===== src/rtl/tdm_pkg.sv =====
// -----------------------------------------------------------------------------
// tdm_pkg
// Shared definitions for the TDM link (receive-side demux and transmit-side mux).
//   tdm_state_e      : lock state machine encoding (HUNT, LOCK)
//   TDM_N_CH_DEFAULT : default channel (slot) count per frame
//   TDM_W_DEFAULT    : default channel word / beat width
//   slot_w()         : width of a slot index for a given channel count
// -----------------------------------------------------------------------------
package tdm_pkg;

    typedef enum logic {
        HUNT = 1'b0,
        LOCK = 1'b1
    } tdm_state_e;

    localparam int unsigned TDM_N_CH_DEFAULT = 4;
    localparam int unsigned TDM_W_DEFAULT    = 8;

    // Never returns 0, so a slot index is always at least one bit wide.
    function automatic int unsigned slot_w(input int unsigned n_ch);
        return (n_ch > 1) ? $clog2(n_ch) : 1;
    endfunction

endpackage


===== src/rtl/tdm_slot_ctr.sv =====
// -----------------------------------------------------------------------------
// tdm_slot_ctr
// Slot position counter for a TDM frame of N_CH slots.
//   clk          : rising-edge clock
//   rst          : synchronous, active-high reset (slot -> 0)
//   load1_i      : sync beat seen; slot 0 has just been taken, so go to 1
//   adv_i        : data beat accepted; step forward, wrapping N_CH-1 -> 0
//   slot_o       : current slot index (0..N_CH-1)
//   last_slot_o  : slot_o is the final slot of the frame
// load1_i has priority over adv_i. With neither asserted the count holds.
// -----------------------------------------------------------------------------
module tdm_slot_ctr
    import tdm_pkg::*;
#(
    parameter int unsigned N_CH = TDM_N_CH_DEFAULT,
    localparam int unsigned SW  = slot_w(N_CH)
) (
    input  logic          clk,
    input  logic          rst,
    input  logic          load1_i,
    input  logic          adv_i,
    output logic [SW-1:0] slot_o,
    output logic          last_slot_o
);

    logic [SW-1:0] slot_q;
    logic [SW-1:0] slot_d;
    logic          last_slot;

    assign last_slot = (slot_q == SW'(N_CH - 1));

    // NOTE: every variable written in always_comb gets a default first, so no
    // path leaves it unassigned and no latch is inferred.
    always_comb begin
        slot_d = slot_q;
        if (load1_i) begin
            slot_d = SW'(1);
        end else if (adv_i) begin
            slot_d = last_slot ? '0 : slot_q + SW'(1);
        end
    end

    // NOTE: sequential state is written with non-blocking assignments only, so
    // every register samples pre-edge values regardless of statement order.
    always_ff @(posedge clk) begin
        if (rst) begin
            slot_q <= '0;
        end else begin
            slot_q <= slot_d;
        end
    end

    assign slot_o      = slot_q;
    assign last_slot_o = last_slot;

endmodule


===== src/rtl/tdm_demux.sv =====
// -----------------------------------------------------------------------------
// tdm_demux
// Receive-side TDM demultiplexer. Rebuilds N_CH parallel W-bit channel words
// from a serial beat stream whose slot 0 is flagged by sync_i. Words are
// gathered in a shadow buffer and copied to dout all at once when a frame
// completes. A HUNT/LOCK state machine drops malformed frames and
// resynchronises on the next sync beat.
//   clk          : rising-edge clock
//   rst          : synchronous, active-high reset
//   din_valid    : beat present on din this cycle
//   din          : beat data (W bits)
//   sync_i       : marks slot 0 of a frame (qualified by din_valid)
//   dout         : channel words, channel k at bits [k*W +: W]
//   frame_valid  : one-cycle pulse when dout updates
//   locked       : high while in LOCK
//   sync_err     : one-cycle pulse on a framing error
//   err_cnt      : saturating framing-error count (TDM_DEMUX_ERRCNT_EN only)
// Optional feature macro: TDM_DEMUX_ERRCNT_EN adds the err_cnt port/counter.
// -----------------------------------------------------------------------------
module tdm_demux
    import tdm_pkg::*;
#(
    parameter int unsigned N_CH = TDM_N_CH_DEFAULT,
    parameter int unsigned W    = TDM_W_DEFAULT
) (
    input  logic            clk,
    input  logic            rst,
    input  logic            din_valid,
    input  logic [W-1:0]    din,
    input  logic            sync_i,
    output logic [N_CH*W-1:0] dout,
    output logic            frame_valid,
    output logic            locked,
`ifdef TDM_DEMUX_ERRCNT_EN
    output logic [7:0]      err_cnt,
`endif
    output logic            sync_err
);

    localparam int unsigned SW = slot_w(N_CH);

    tdm_state_e          state_q;
    logic [SW-1:0]       slot;
    logic                last_slot;
    logic [W-1:0]        shadow_q [N_CH];
    logic [N_CH*W-1:0]   dout_q;
    logic                frame_valid_q;
    logic                sync_err_q;
    logic                locked_q;

    // Beat classification
    logic load1;      // any sync beat: slot 0 captured, counter to 1
    logic adv;        // data beat inside a locked frame
    logic commit;     // data beat filling the last slot
    logic early;      // sync beat while a partial frame is open
    logic miss;       // data beat where a sync was expected
    logic sync_err_d;
    logic [N_CH*W-1:0] commit_word;

    always_comb begin
        load1  = din_valid && sync_i;
        adv    = din_valid && !sync_i && (state_q == LOCK) && (slot != '0);
        miss   = din_valid && !sync_i && (state_q == LOCK) && (slot == '0);
        early  = din_valid && sync_i  && (state_q == LOCK) && (slot != '0);
        commit = adv && last_slot;
        sync_err_d = early || miss;
    end

    // The final lane comes straight from din so the frame commits on the edge
    // that samples its last beat, without waiting for the shadow write.
    always_comb begin
        commit_word = '0;
        for (int k = 0; k < int'(N_CH) - 1; k++) begin
            commit_word[k*W +: W] = shadow_q[k];
        end
        commit_word[(N_CH-1)*W +: W] = din;
    end

    tdm_slot_ctr #(
        .N_CH (N_CH)
    ) u_slot_ctr (
        .clk         (clk),
        .rst         (rst),
        .load1_i     (load1),
        .adv_i       (adv),
        .slot_o      (slot),
        .last_slot_o (last_slot)
    );

    // HUNT in slot 0 stays at slot 0, so a missing sync needs no counter
    // action: the counter already sits at 0 when it is detected.
    always_ff @(posedge clk) begin
        if (rst) begin
            state_q       <= HUNT;
            locked_q      <= 1'b0;
            frame_valid_q <= 1'b0;
            sync_err_q    <= 1'b0;
            dout_q        <= '0;
            // NOTE: the shadow buffer is a small register array, so it is
            // reset along with everything else rather than left undefined.
            for (int k = 0; k < int'(N_CH); k++) begin
                shadow_q[k] <= '0;
            end
        end else begin
            frame_valid_q <= commit;
            sync_err_q    <= sync_err_d;

            if (load1) begin
                state_q     <= LOCK;
                locked_q    <= 1'b1;
                shadow_q[0] <= din;
            end else if (miss) begin
                state_q  <= HUNT;
                locked_q <= 1'b0;
            end

            if (adv) begin
                shadow_q[slot] <= din;
            end

            if (commit) begin
                dout_q <= commit_word;
            end
        end
    end

`ifdef TDM_DEMUX_ERRCNT_EN
    logic [7:0] err_cnt_q;

    always_ff @(posedge clk) begin
        if (rst) begin
            err_cnt_q <= '0;
        end else if (sync_err_d && (err_cnt_q != 8'hFF)) begin
            err_cnt_q <= err_cnt_q + 8'd1;
        end
    end

    assign err_cnt = err_cnt_q;
`endif

    assign dout        = dout_q;
    assign frame_valid = frame_valid_q;
    assign locked      = locked_q;
    assign sync_err    = sync_err_q;

endmodule


===== config.mk =====
export PLATFORM = sky130hd
export DESIGN_NAME = tdm_demux
export DESIGN_NICKNAME = d
export VERILOG_FILES = /design/src/rtl/tdm_pkg.sv /design/src/rtl/tdm_slot_ctr.sv /design/src/rtl/tdm_demux.sv
export SDC_FILE = /design/constraint.sdc
export NUM_CORES = 1
export LEC_CHECK = 0
export CAP_MARGIN = 15
export CORE_MARGIN = 2
export CORE_UTILIZATION = 42
export CTS_CLUSTER_SIZE = 16
export DETAILED_ROUTE_END_ITERATION = 12
export PLACE_DENSITY = 0.65
export SLEW_MARGIN = 20
export SYNTH_ARGS = -nofsm -noshare
export SYNTH_HDL_FRONTEND = slang
export SYNTH_HIERARCHICAL = 1
export SYNTH_SLANG_ARGS = --single-unit

===== constraint.sdc =====
create_clock -name clk -period 1.3 [get_ports clk]
set_input_delay 0.195 -clock clk [delete_from_list [all_inputs] [get_ports clk]]
set_output_delay 0.195 -clock clk [all_outputs]
set_load 0.005 [all_outputs]

==> qor.yml, run 1 <==
worst_setup_path:
  arrival_ps: 1340
  cp_max_fo: 8
  crit_chain: "nand3b_4 > nor4b_4 > or2_4"
  worst_path_largest_cell_delay_ps: 350
  worst_path_max_delay_cell: "dfxtp_4"
  cp-end-kind: "flop"
  worstSetupStartpointType: "flop"
  crit_type: "reg2reg"
  required_ps: 1330
timing:
  period_minus_slack_ps: 1310
  finalCritPeriodShare_pct: 101
  setup_slack_ps: -6.90
  rsz0062_at_grt: "true"
  slew_headroom_pct: 79.7
  holdWs_ps: 292
  clock_skew_ps: 5.75
  slew_viol_final: 0
  max_freq_ghz: 0.765
  setup_violations: 13
  tightest_slew_ps: 304
  hold_viol: 0
pwr:
  leakage_nw: 1.48
  ir_drop_mv: 0.607
  p_per_area_nw_per_um2: 1040
grt:
  grt_overflow_total: 0
  grt_pass1_vias: 1754
  met3_usage_pct: 5.17
  top_usage_layer: "met2"
  grt_use_met1_pct: 19.3
  grt_usage_pct: 15.6
  grt_pass1_wl_mm: 8.48
  globalRouteMet2Util_pct: 24.9
  antenna_found_initial: 0
  grt_max_degree: 32
place:
  place.gp.congestion: 0.807
  port_buffers: 46
  place_area_um2: 3270
  dp_hpwl_mm: 3.32
synthesis:
  synth-warning-count: 30
  ys.flop_type: "dfxtp_1"
  syn_area_um2: 2640
  synthMuxAreaShare_pct: 12.5
  synthSimpleGateAreaFrac_pct: 26.5
  synth-xor-area-share_pct: 0.331
  synth_compound_area_share_pct: 0.805
  async_flop_share_pct: 0
  synth_edf_count: 24
  syn_avg_cell_area_um2: 12.1
  synth_cell_types: 24
  synthAdderAreaFrac_pct: 0.473
  syn-num-nets: 231
  yosys_register_bits: 61
  synth_top_family_by_area: "simple AND/OR/NAND/NOR gates"
  syn_inst: 218
  synth.yosys.seq_area_share_pct: 55.3
layout:
  layout_commonest_cell: "nand2b_1"
  diodes: 0
  areaGrowthSynthToFinish_pct: 35.1
  fin_util_pct: 59.6
  finalNetCount: 300
  stdcell_area_um2: 3570
  final_cell_mix: "nand2b_1 (66), dlygate4sd2_1 (34), mux2i_1 (33)"
  layout-drive-gt1-share_pct: 19.5
  fillers: 532
cts:
  htree_levels: 3
  clock_sinks: 61
  clk-insertion-delay-late_ps: 330
  cts_buffers: 9
  cts_tree: "done"
  clkSlewWorstSetupHoldPaths_ps: 60
  root_buffer: "clkbuf_8"
  cts_hold_buffers: 0
  clockBufferDepth: 2
route:
  antenna_left: 0
  vias_per_cell: 4.64
  drc: 0
  vias: 1704
  drt_pass1_iterations: 4
  routed_wirelength_mm: 5.13
  wl_per_cell_um: 14.0
  first_iter_violations: 69
floorplan:
  dieArea_um2: 6950
  die_height_um: 83.3
  die_w_um: 83.3
  start_util_pct: 44.1
  rows: 28
  core_area_um2: 5990
  io_pins: 47
run:
  drv_cap: 0
outcome:
  violations: "setup timing"
  status: "complete, but fails checks"
hold_path:
  hold_path_class: "in2reg"
-- critical path: cells and delay by family (launching register included) --
family | cells | cell delay [ps]
flops | 1 | 350
simple gates | 3 | 650
-- cells in the mapped netlist, drive strengths merged, types with 2 or more instances --
cell	count	area share (%)
and2	24	5.7
buf	5	2.9
clkbuf	7	0.99
dfxtp	37	28
edfxtp	24	27
inv	2	0.28
mux2i	33	12
nand2	2	0.28
nand2b	66	16
nor2	3	0.43
nor3	2	0.38
nor4b	2	1.8
or2	2	0.47
-- repair_timing --
| action | CTS | global route |
|---|---|---|
| gates cloned | 2 | 2 |
| buffers inserted | 4 | 0 |
| pin swaps | 1 | 4 |
| gates resized for setup | 46 | 14 |
| setup endpoints to repair | 84 | 66 |
-- kinds of logic (layout without fill, tap and decap cells) --
logic type	count (synthesis)	in the layout
compound gates	3	3
xor+xnor	1	1
fa+ha+maj	1	1
buf+inv	14	88
flops	61	61
mux	33	33
simple gates	105	105
-- where the power goes --
part           internal, mW  switching (mW)
Combinational         0.119           0.103
Sequential             2.02          0.0175
Clock                 0.786           0.672
-- registers in the layout, summed over array words and instances, names as in the netlist --
name and count:
shadow_q 24, sync_err 1, state_q 1, u_slot_ctr/slot_o 2, frame_valid 1, dout 32
-- area by class of cell --
type                    count  area (um^2)  area share (%)
flip-flops and latches     61         1480            41.4
multi-input cells         143         1110            31.2
repair buffers             70          709            19.9
clock buffers              14          163            4.55
well taps                  75         93.8            2.63
clock inverters             2         7.51           0.210
inverters                   2         7.51           0.210
-- path summary, 6_finish.rpt --
check / from / endpoint / slack [ps] / cells past startpoint
worst max register to register: state_q$_SDFFE_PP0P_ / shadow_q[2][2]$_SDFFCE_PN0P_ / -7 / 3
worst min-delay path: sync_i / sync_err$_SDFF_PP0_ / 290 / 4
worst min register to register: dout[9]$_SDFFE_PP0P_ / dout[9]$_SDFFE_PP0P_ / 470 / 2
worst max-delay path: state_q$_SDFFE_PP0P_ / shadow_q[2][2]$_SDFFCE_PN0P_ / -7 / 3
-- layer usage --
layer / part of all wire [%] / wire length, um / up-vias
met1: 47 / 2400 / 792
li1: - / - / 862
met2: 47 / 2420 / 46
met5: 0 / 0 / -
met3: 5.4 / 276 / 4
met4: 0.78 / 40 / 0
-- metrics by stage --
step,total power [mW],instances,worst slack (ps),setup TNS [ps]
2_1_floorplan,2.20,218,-13.7,-187
3_3_place_gp,2.31,344,-356,-25730
3_5_place_dp,2.31,344,-399,-27490
4_1_cts,3.78,366,-56.5,-1440
5_1_grt,3.90,367,-106,-3940
6_report,3.72,367,-6.90,-50.2
No activity file was read; power rests on OpenSTA's default activity.
==> run 2: changes to the inputs <==
--- a/config.mk
+++ b/config.mk
@@ -10,6 +10,7 @@
 export CORE_UTILIZATION = 42
 export CTS_CLUSTER_SIZE = 16
 export DETAILED_ROUTE_END_ITERATION = 12
+export GPL_ROUTABILITY_DRIVEN = 1
 export PLACE_DENSITY = 0.65
 export SLEW_MARGIN = 20
 export SYNTH_ARGS = -nofsm -noshare
==> results of run 2 <==
Same layout as run 1: the final DEF is identical, and so are final timing and power.
==> run 3: changes to the inputs <==
--- a/config.mk
+++ b/config.mk
@@ -10,8 +10,9 @@
 export CORE_UTILIZATION = 42
 export CTS_CLUSTER_SIZE = 16
 export DETAILED_ROUTE_END_ITERATION = 12
+export DONT_BUFFER_PORTS = 1
 export GPL_ROUTABILITY_DRIVEN = 1
-export PLACE_DENSITY = 0.65
+export PLACE_DENSITY = 0.55
 export SLEW_MARGIN = 20
 export SYNTH_ARGS = -nofsm -noshare
 export SYNTH_HDL_FRONTEND = slang
==> run 3 against run 2 <==
- the run still ends with setup timing left
- clock skew grew 4.5 ps
- non-clock buffer count shrank 53
- cell count is 14% lower
- global-route usage grew 0.29 points
- count of clock-buffer cells in the layout is 3 lower
- critical endpoint is now dout[15]$_SDFFE_PP0P_
==> qor.yml, run 3 (same netlist as run 1, synthesis figures left out) <==
floorplan:
  io_pins: 47  # unchanged
  die_w_um: 83.3  # unchanged
  core_area_um2: 5990  # unchanged
  dieArea_um2: 6950  # unchanged
  rows: 28  # unchanged
  start_util_pct: 44.1  # unchanged
  die_height_um: 83.3  # unchanged
timing:
  slew_headroom_pct: 73.6  # -6.1 points
  clock_skew_ps: 10.2  # +4.46 ps
  hold_viol: 0  # unchanged
  rsz0062_at_grt: "true"
  setup_violations: 16  # +3
  finalSetupTns_ps: -102  # -51.8 ps
  period_minus_slack_ps: 1330  # +21.1 ps
  max_freq_ghz: 0.753  # -1.6%
  setup_slack_ps: -28.0  # -21.1 ps
  tightest_slew_ps: 395  # +90.9 ps
  finalCritPeriodShare_pct: 102  # +1.6 points
  slew_viol_final: 0  # unchanged
cts:
  cts_buffers: 9  # unchanged
  clock_sinks: 61  # unchanged
  clockBufferDepth: 2  # unchanged
  cts_tree: "done"
  clk-insertion-delay-late_ps: 330  # about the same
  htree_levels: 3  # unchanged
  clkSlewWorstSetupHoldPaths_ps: 70  # about the same
  root_buffer: "clkbuf_8"
grt:
  grt_max_degree: 72  # +130%
  grt_usage_pct: 15.9  # +0.29 points
  antenna_found_initial: 0  # unchanged
  grt_pass1_wl_mm: 8.49  # +0.15%
  grt_overflow_total: 0  # unchanged
  grt_pass1_vias: 1638  # -6.6%
worst_setup_path:
  worst_path_largest_cell_delay_ps: 380  # +30 ps
  cp-end-kind: "flop"
  arrival_ps: 1580  # +240 ps
  required_ps: 1550  # +220 ps
  worst_path_max_delay_cell: "dfxtp_4"
  crit_chain: "ha_4 > nor3b_4 > buf_6 > buf_12 > mux2i_1"
  cp_max_fo: 8  # unchanged
  worstSetupStartpointType: "flop"
  crit_type: "reg2reg"
route:
  first_iter_violations: 60  # -13%
  drt_pass1_iterations: 4  # unchanged
  vias: 1558  # -8.6%
  drc: 0  # unchanged
  wl_per_cell_um: 16.4  # +17%
  vias_per_cell: 4.96  # +6.9%
  routed_wirelength_mm: 5.16  # +0.49%
  antenna_left: 0  # unchanged
layout:
  layout-drive-gt1-share_pct: 17.2  # -2.4 points
  final_cell_mix: "nand2b_1 (66), dfxtp_1 (34), mux2i_1 (32)"
  fin_util_pct: 51.8  # -7.8 points
  fillers: 532  # unchanged
  diodes: 0  # unchanged
  layout_commonest_cell: "nand2b_1"
  finalNonFillerCells: 314  # -14%
  largest_reg_flops: 32  # unchanged
  finalNetCount: 247  # -18%
  areaGrowthSynthToFinish_pct: 17.5
pwr:
  leakage_nw: 1.10  # -26%
  ir_drop_mv: 0.510  # -16%
  p_per_area_nw_per_um2: 1280  # +23%
  power_mw: 3.97  # +6.6%
place:
  dp_hpwl_mm: 3.21  # -3.0%
  dp_cells: 290  # -16%
  port_buffers: 0  # -100%
  place.gp.congestion: 0.744  # -7.8%
hold_path:
  hold_path_class: "in2reg"
outcome:
  status: "complete, but fails checks"
  violations: "setup timing"
run:
  drv_cap: 0  # unchanged
## run 3: cell count changes in the layout (fill, tap and decap cells not counted), sizes merged, moves of 3 or more
cell	before	now
buf	23	13
clkbuf	17	12
clkdlybuf4s50	8	0
dlygate4sd2	34	0
dlygate4sd3	0	3
## run 3: worst max-delay path, delay by kind of cell (launching register included)
| family | cells | cell delay (ps) |
|---|---|---|
| adder cells (fa/ha/maj) | 1 | 140 |
| buffers and inverters | 2 | 330 |
| flip-flops | 1 | 380 |
| multiplexers | 1 | 190 |
| AND/OR/NAND/NOR | 1 | 200 |
## run 3: layout make-up
type	instances	area, um^2	share of cell area, %
flip-flops and latches	61	1470	47.3
multi-input cells	143	1100	35.5
repair buffers	17	225	7.25
clock buffers	11	131	4.23
well taps	75	93.8	3.02
clock inverters	5	75.1	2.42
inverters	2	7.51	0.242
## run 3: power breakdown
part           switching [mW]  internal [mW]  leakage (nW)
logic                  0.0546         0.0770         0.447
registers              0.0184           2.03         0.547
clock network           0.721           1.07         0.107
total                   0.794           3.17          1.10
## run 3: per-layer routing
layer / global-route usage, % / routed length (um) / up-vias
met1: 19.4 / 2350 / 751
met3: 5.47 / 317 / 10
li1: - / - / 756
met4: 8.49 / 104 / 0
met5: 0 / 0 / -
met2: 24.6 / 2390 / 41
## run 3: worst paths after layout
path	start	end	slack (ps)	depth (start not counted)
worst min register to register	dout[31]$_SDFFE_PP0P_	dout[31]$_SDFFE_PP0P_	490	2
worst min-delay path	din[7]	dout[31]$_SDFFE_PP0P_	20	2
worst max register to register	u_slot_ctr/slot_o[0]$_SDFFE_PP0P_	dout[15]$_SDFFE_PP0P_	-30	5
worst max-delay path	u_slot_ctr/slot_o[0]$_SDFFE_PP0P_	dout[15]$_SDFFE_PP0P_	-30	5
## run 3: through the flow
stage                     instance area, um^2  worst slack (ps)  hold WS [ps]
after global routing                     3110             -77.5          15.1
after floorplan                          2650             -13.7           264
after global placement                   2740             -18.8           263
after CTS                                3080             -19.6         0.590
after detailed placement                 2740             -91.4           266
final                                    3110             -28.0          16.7
## run 3: repair_timing
item                                    4_1_cts  5_1_grt
hold buffers                                  3        0
endpoints found under the setup margin       49       51
pin swaps                                     2        2
setup buffers                                 2        0
resized for setup                            11        1
hold endpoints to repair                      6        0
cloned                                        2        1
==> RTL edit 1: new RTL, flow settings as in run 2 <==
The option `TDM_DEMUX_ERRCNT_EN` is turned on by a define.
--- a/src/rtl/tdm_demux.sv
+++ b/src/rtl/tdm_demux.sv
@@ -17,6 +17,8 @@
 //   err_cnt      : saturating framing-error count (TDM_DEMUX_ERRCNT_EN only)
 // Optional feature macro: TDM_DEMUX_ERRCNT_EN adds the err_cnt port/counter.
 // -----------------------------------------------------------------------------
+`define TDM_DEMUX_ERRCNT_EN
+
 module tdm_demux
     import tdm_pkg::*;
 #(
Behaviour (old outputs only; new: err_cnt): unchanged (Yosys induction, for registers that start in step).
==> RTL edit 1 against run 2 <==
The flow still finishes with violations (setup timing). First-iteration DRC count rose by 39%. Area after synthesis rose by 0.95%. Critical path depth rose by 2. Via count rose by 17%. Sequential cell count rose by 8. Final cell count rose by 9.5%. Worst setup slack got worse by 0.39 ns. Clock power rose by 45%. Design area rose by 9.1%. Count of clock-buffer cells in the layout fell by 5. Power rose by 23%. Routed wire length rose by 13%. Largest power group unchanged.
==> RTL edit 1: results (changes against run 2) <==
- Final WS setup: -0.393 ns (was -0.00690 ns)
- Met2 WL post-DR: 2950 µm (was 2420 µm)
- Post-synth top cells: dfxtp_1 (45), nor2_1 (37), mux2i_1 (33) (was nand2b_1 (66), dfxtp_1 (37), mux2i_1 (33))
- First-pass GRT wire length: 8890 µm (was 8480 µm)
- GR Layer Usage met2: 28.5% (was 24.9%)
- Gr usage total: 16.3% (was 15.6%)
- Comb pwr share: 4.3% (was 6.0%)
- Final Setup Violations: 51 (was 13)
- Sequential share of the synthesized area: 60.8% (was 55.3%)
- WL met3: 286 µm (was 276 µm)
- Slew @ Worst Pin: 0.247 ns (was 0.304 ns)
- Inst Count DP: 379 (was 344)
- Input/output buffers: 54 (was 46)
- Syn avg cell area: 11.5 µm² (was 12.1 µm²)
- Clk Latency, worst-skew pair: 0.35 ns (was 0.33 ns)
- HP Start: rst (was sync_i)
- Grt met3 use: 6.13% (was 5.17%)
- Critical path's largest stage delay: 0.39 ns (was 0.35 ns)
- R2r endpoint: err_cnt[3]$_SDFFE_PP0P_ (was shadow_q[2][2]$_SDFFCE_PN0P_)
- Hpwl dp: 3760 µm (was 3320 µm)
- DR vias: 1,994 (was 1,704)
- Post-route setup TNS: -12.51 ns (was -0.0502 ns)
- Largest net degree at the start of global routing: 20 (was 32)
- Layout Cells excl Fill: 402 (was 367)
- WL met1: 2460 µm (was 2400 µm)
- Max rail drop VDD: 1.10 mV (was 0.607 mV)
- R2R cell count: 5 (was 3)
- Clk_skew: 0.00589 ns (was 0.00575 ns)
- Dpl ws: -0.595 ns (was -0.399 ns)
- Outcome: finished with violations (unchanged)
- Synth top area cells: dfxtp_1 (34%), edfxtp_1 (27%), mux2i_1 (12%) (was dfxtp_1 (28%), edfxtp_1 (27%), nand2b_1 (16%))
- Hold Crit Depth: 3 (was 4)
- Clk pwr: 2.11 mW (was 1.46 mW)
- Slowest cell on crit path: or3_4 (was dfxtp_4)
- Failing checks: setup timing (unchanged)
[RTL edit 1: final cells by class]
type | instances | area (µm²)
Clock buffer | 9 | 124
Clock inverter | 7 | 121
Fill cell | 521 | 2340
Inverter | 5 | 18.8
Multi-Input combinational cell | 146 | 1090
Sequential cell | 69 | 1660
Tap cell | 77 | 96.3
Timing Repair Buffer | 89 | 786
[RTL edit 1: cells by family (layout without fill, tap and decap cells)]
logic type	count (synthesis)	after routing	synth area share (%)
AO/OA/AOI/OAI	22	22	5.30
AND/OR/NAND/NOR	89	89	17.1
adder cells (fa/ha/maj)	2	2	0.937
multiplexers	33	33	12.4
flip-flops	69	69	60.8
buffers and inverters	17	110	3.52
[RTL edit 1: what timing repair did]
item | in CTS | in global routing
setup endpoints to repair | 103 | 78
pin swaps | 0 | 7
resized for setup | 65 | 29
buffers inserted | 2 | 5
==> RTL edit 2: new RTL, config.mk and constraints of run 2 <==
Made on the original files. Put one more register stage on the output `dout`, cleared by the reset. The value now appears one clock later. The other outputs are not delayed to match. Comments in the files are not updated.
--- a/src/rtl/tdm_demux.sv
+++ b/src/rtl/tdm_demux.sv
@@ -138,7 +138,13 @@
     assign err_cnt = err_cnt_q;
 `endif
 
-    assign dout        = dout_q;
+    always_ff @(posedge clk) begin
+        if (rst) begin
+            dout <= '0;
+        end else begin
+            dout <= dout_q;
+        end
+    end
     assign frame_valid = frame_valid_q;
     assign locked      = locked_q;
     assign sync_err    = sync_err_q;
Behaviour: not the same (a bounded check fails within 10 cycles, from zero or initial values and one cycle with rst high).
==> RTL edit 2 against run 2 <==
The flow still finishes with violations (setup timing). Worst setup slack worse by 0.053 ns. Global-route usage down 0.59 points. Area after synthesis up 34%. Power up 36%. Design area up 26%. Maximum frequency down 3.9%. Sequential cell count up 32. Die area up 32%. Critical path depth up 3. Routed wire length up 21%. Critical path type unchanged. Critical endpoint is now u_slot_ctr/slot_o[0]$_SDFFE_PP0P_. Largest power group unchanged.
==> RTL edit 2: results (changes against run 2) <==
- Outcome: finished with violations (unchanged)
- Failing checks: setup timing (unchanged)
- Arr. time, crit path: 1.64 ns (was 1.34 ns)
- Hold Crit Depth: 2 (was 4)
- Core outline area: 8180 µm² (was 5990 µm²)
- Sequential share of the synthesized area: 59.4% (was 55.3%)
- GR Layer Usage met2: 24.4% (was 24.9%)
- HP Start: rst (was sync_i)
- Final WS setup: -0.0602 ns (was -0.00690 ns)
- Slowest cell on crit path: or3b_1 (was dfxtp_4)
- Gr usage total: 15.0% (was 15.6%)
- DR vias: 2,273 (was 1,704)
- R2R cell count: 6 (was 3)
- Final Setup Violations: 18 (was 13)
- Post-synth top cells: dfxtp_1 (69), inv_1 (34), nor2b_1 (32) (was nand2b_1 (66), dfxtp_1 (37), mux2i_1 (33))
- Synth unique cells: 27 (was 24)
- Clk_skew: 0.0121 ns (was 0.00575 ns)
- WL met1: 2920 µm (was 2400 µm)
- DRT iter0 DRCs: 52 (was 69)
- Synth top area cells: dfxtp_1 (39%), edfxtp_1 (20%), o41ai_2 (12%) (was dfxtp_1 (28%), edfxtp_1 (27%), nand2b_1 (16%))
- R2r endpoint: u_slot_ctr/slot_o[0]$_SDFFE_PP0P_ (was shadow_q[2][2]$_SDFFCE_PN0P_)
- Hold_ws: 0.226 ns (was 0.292 ns)
- Inst Count DP: 446 (was 344)
- Placed inst area: 4290 µm² (was 3270 µm²)
- # nets final: 368 (was 300)
- Relative slew slack: 76.8% (was 79.7%)
- Post-route setup TNS: -0.416 ns (was -0.0502 ns)
- Clk pwr: 1.77 mW (was 1.46 mW)
- LEAKAGE: 1.99 nW (was 1.48 nW)
- Layout cells sized above 1: 25.8% (was 19.5%)
- Grt met3 use: 3.29% (was 5.17%)
- Met2 WL post-DR: 2990 µm (was 2420 µm)
- First-pass GRT wire length: 10,400 µm (was 8480 µm)
- Final Critical Period: 1.36 ns (was 1.31 ns)
- Synth Instances: 293 (was 218)
- Mapped Nets: 306 (was 231)
- Clk Latency, worst-skew pair: 0.36 ns (was 0.33 ns)
- Max rail drop VDD: 0.547 mV (was 0.607 mV)
- Hpwl dp: 4280 µm (was 3320 µm)
- RePlAce Congestion: 0.764 (was 0.807)
- Filler cell count: 721 (was 532)
- Dpl ws: -0.399 ns (about the same)
-- RTL edit 2: final cells by class --
| class | count | area [µm²] | share of cell area (%) |
|---|---|---|---|
| flip-flops and latches | 93 | 2110 | 46.9 |
| multi-input cells | 142 | 1230 | 27.4 |
| repair buffers | 75 | 717 | 15.9 |
| clock buffers | 12 | 156 | 3.48 |
| well taps | 105 | 131 | 2.92 |
| inverters | 34 | 128 | 2.84 |
| clock inverters | 4 | 21.3 | 0.473 |
-- RTL edit 2: cell families after synthesis --
family                   Yosys count  share of synthesized area (%)
buffers and inverters             58                           7.46
multiplexers                       1                          0.283
adder cells (fa/ha/maj)            1                          0.354
flip-flops                        93                           59.4
AO/OA/AOI/OAI                     68                           18.9
AND/OR/NAND/NOR                   71                           13.3
XOR/XNOR                           1                          0.248
-- RTL edit 2: repair_timing --
action / CTS / global route
gates cloned: 0 / 0
pin swaps: 0 / 6
setup buffers: 1 / 2
resized for setup: 41 / 12
endpoints found under the setup margin: 68 / 63
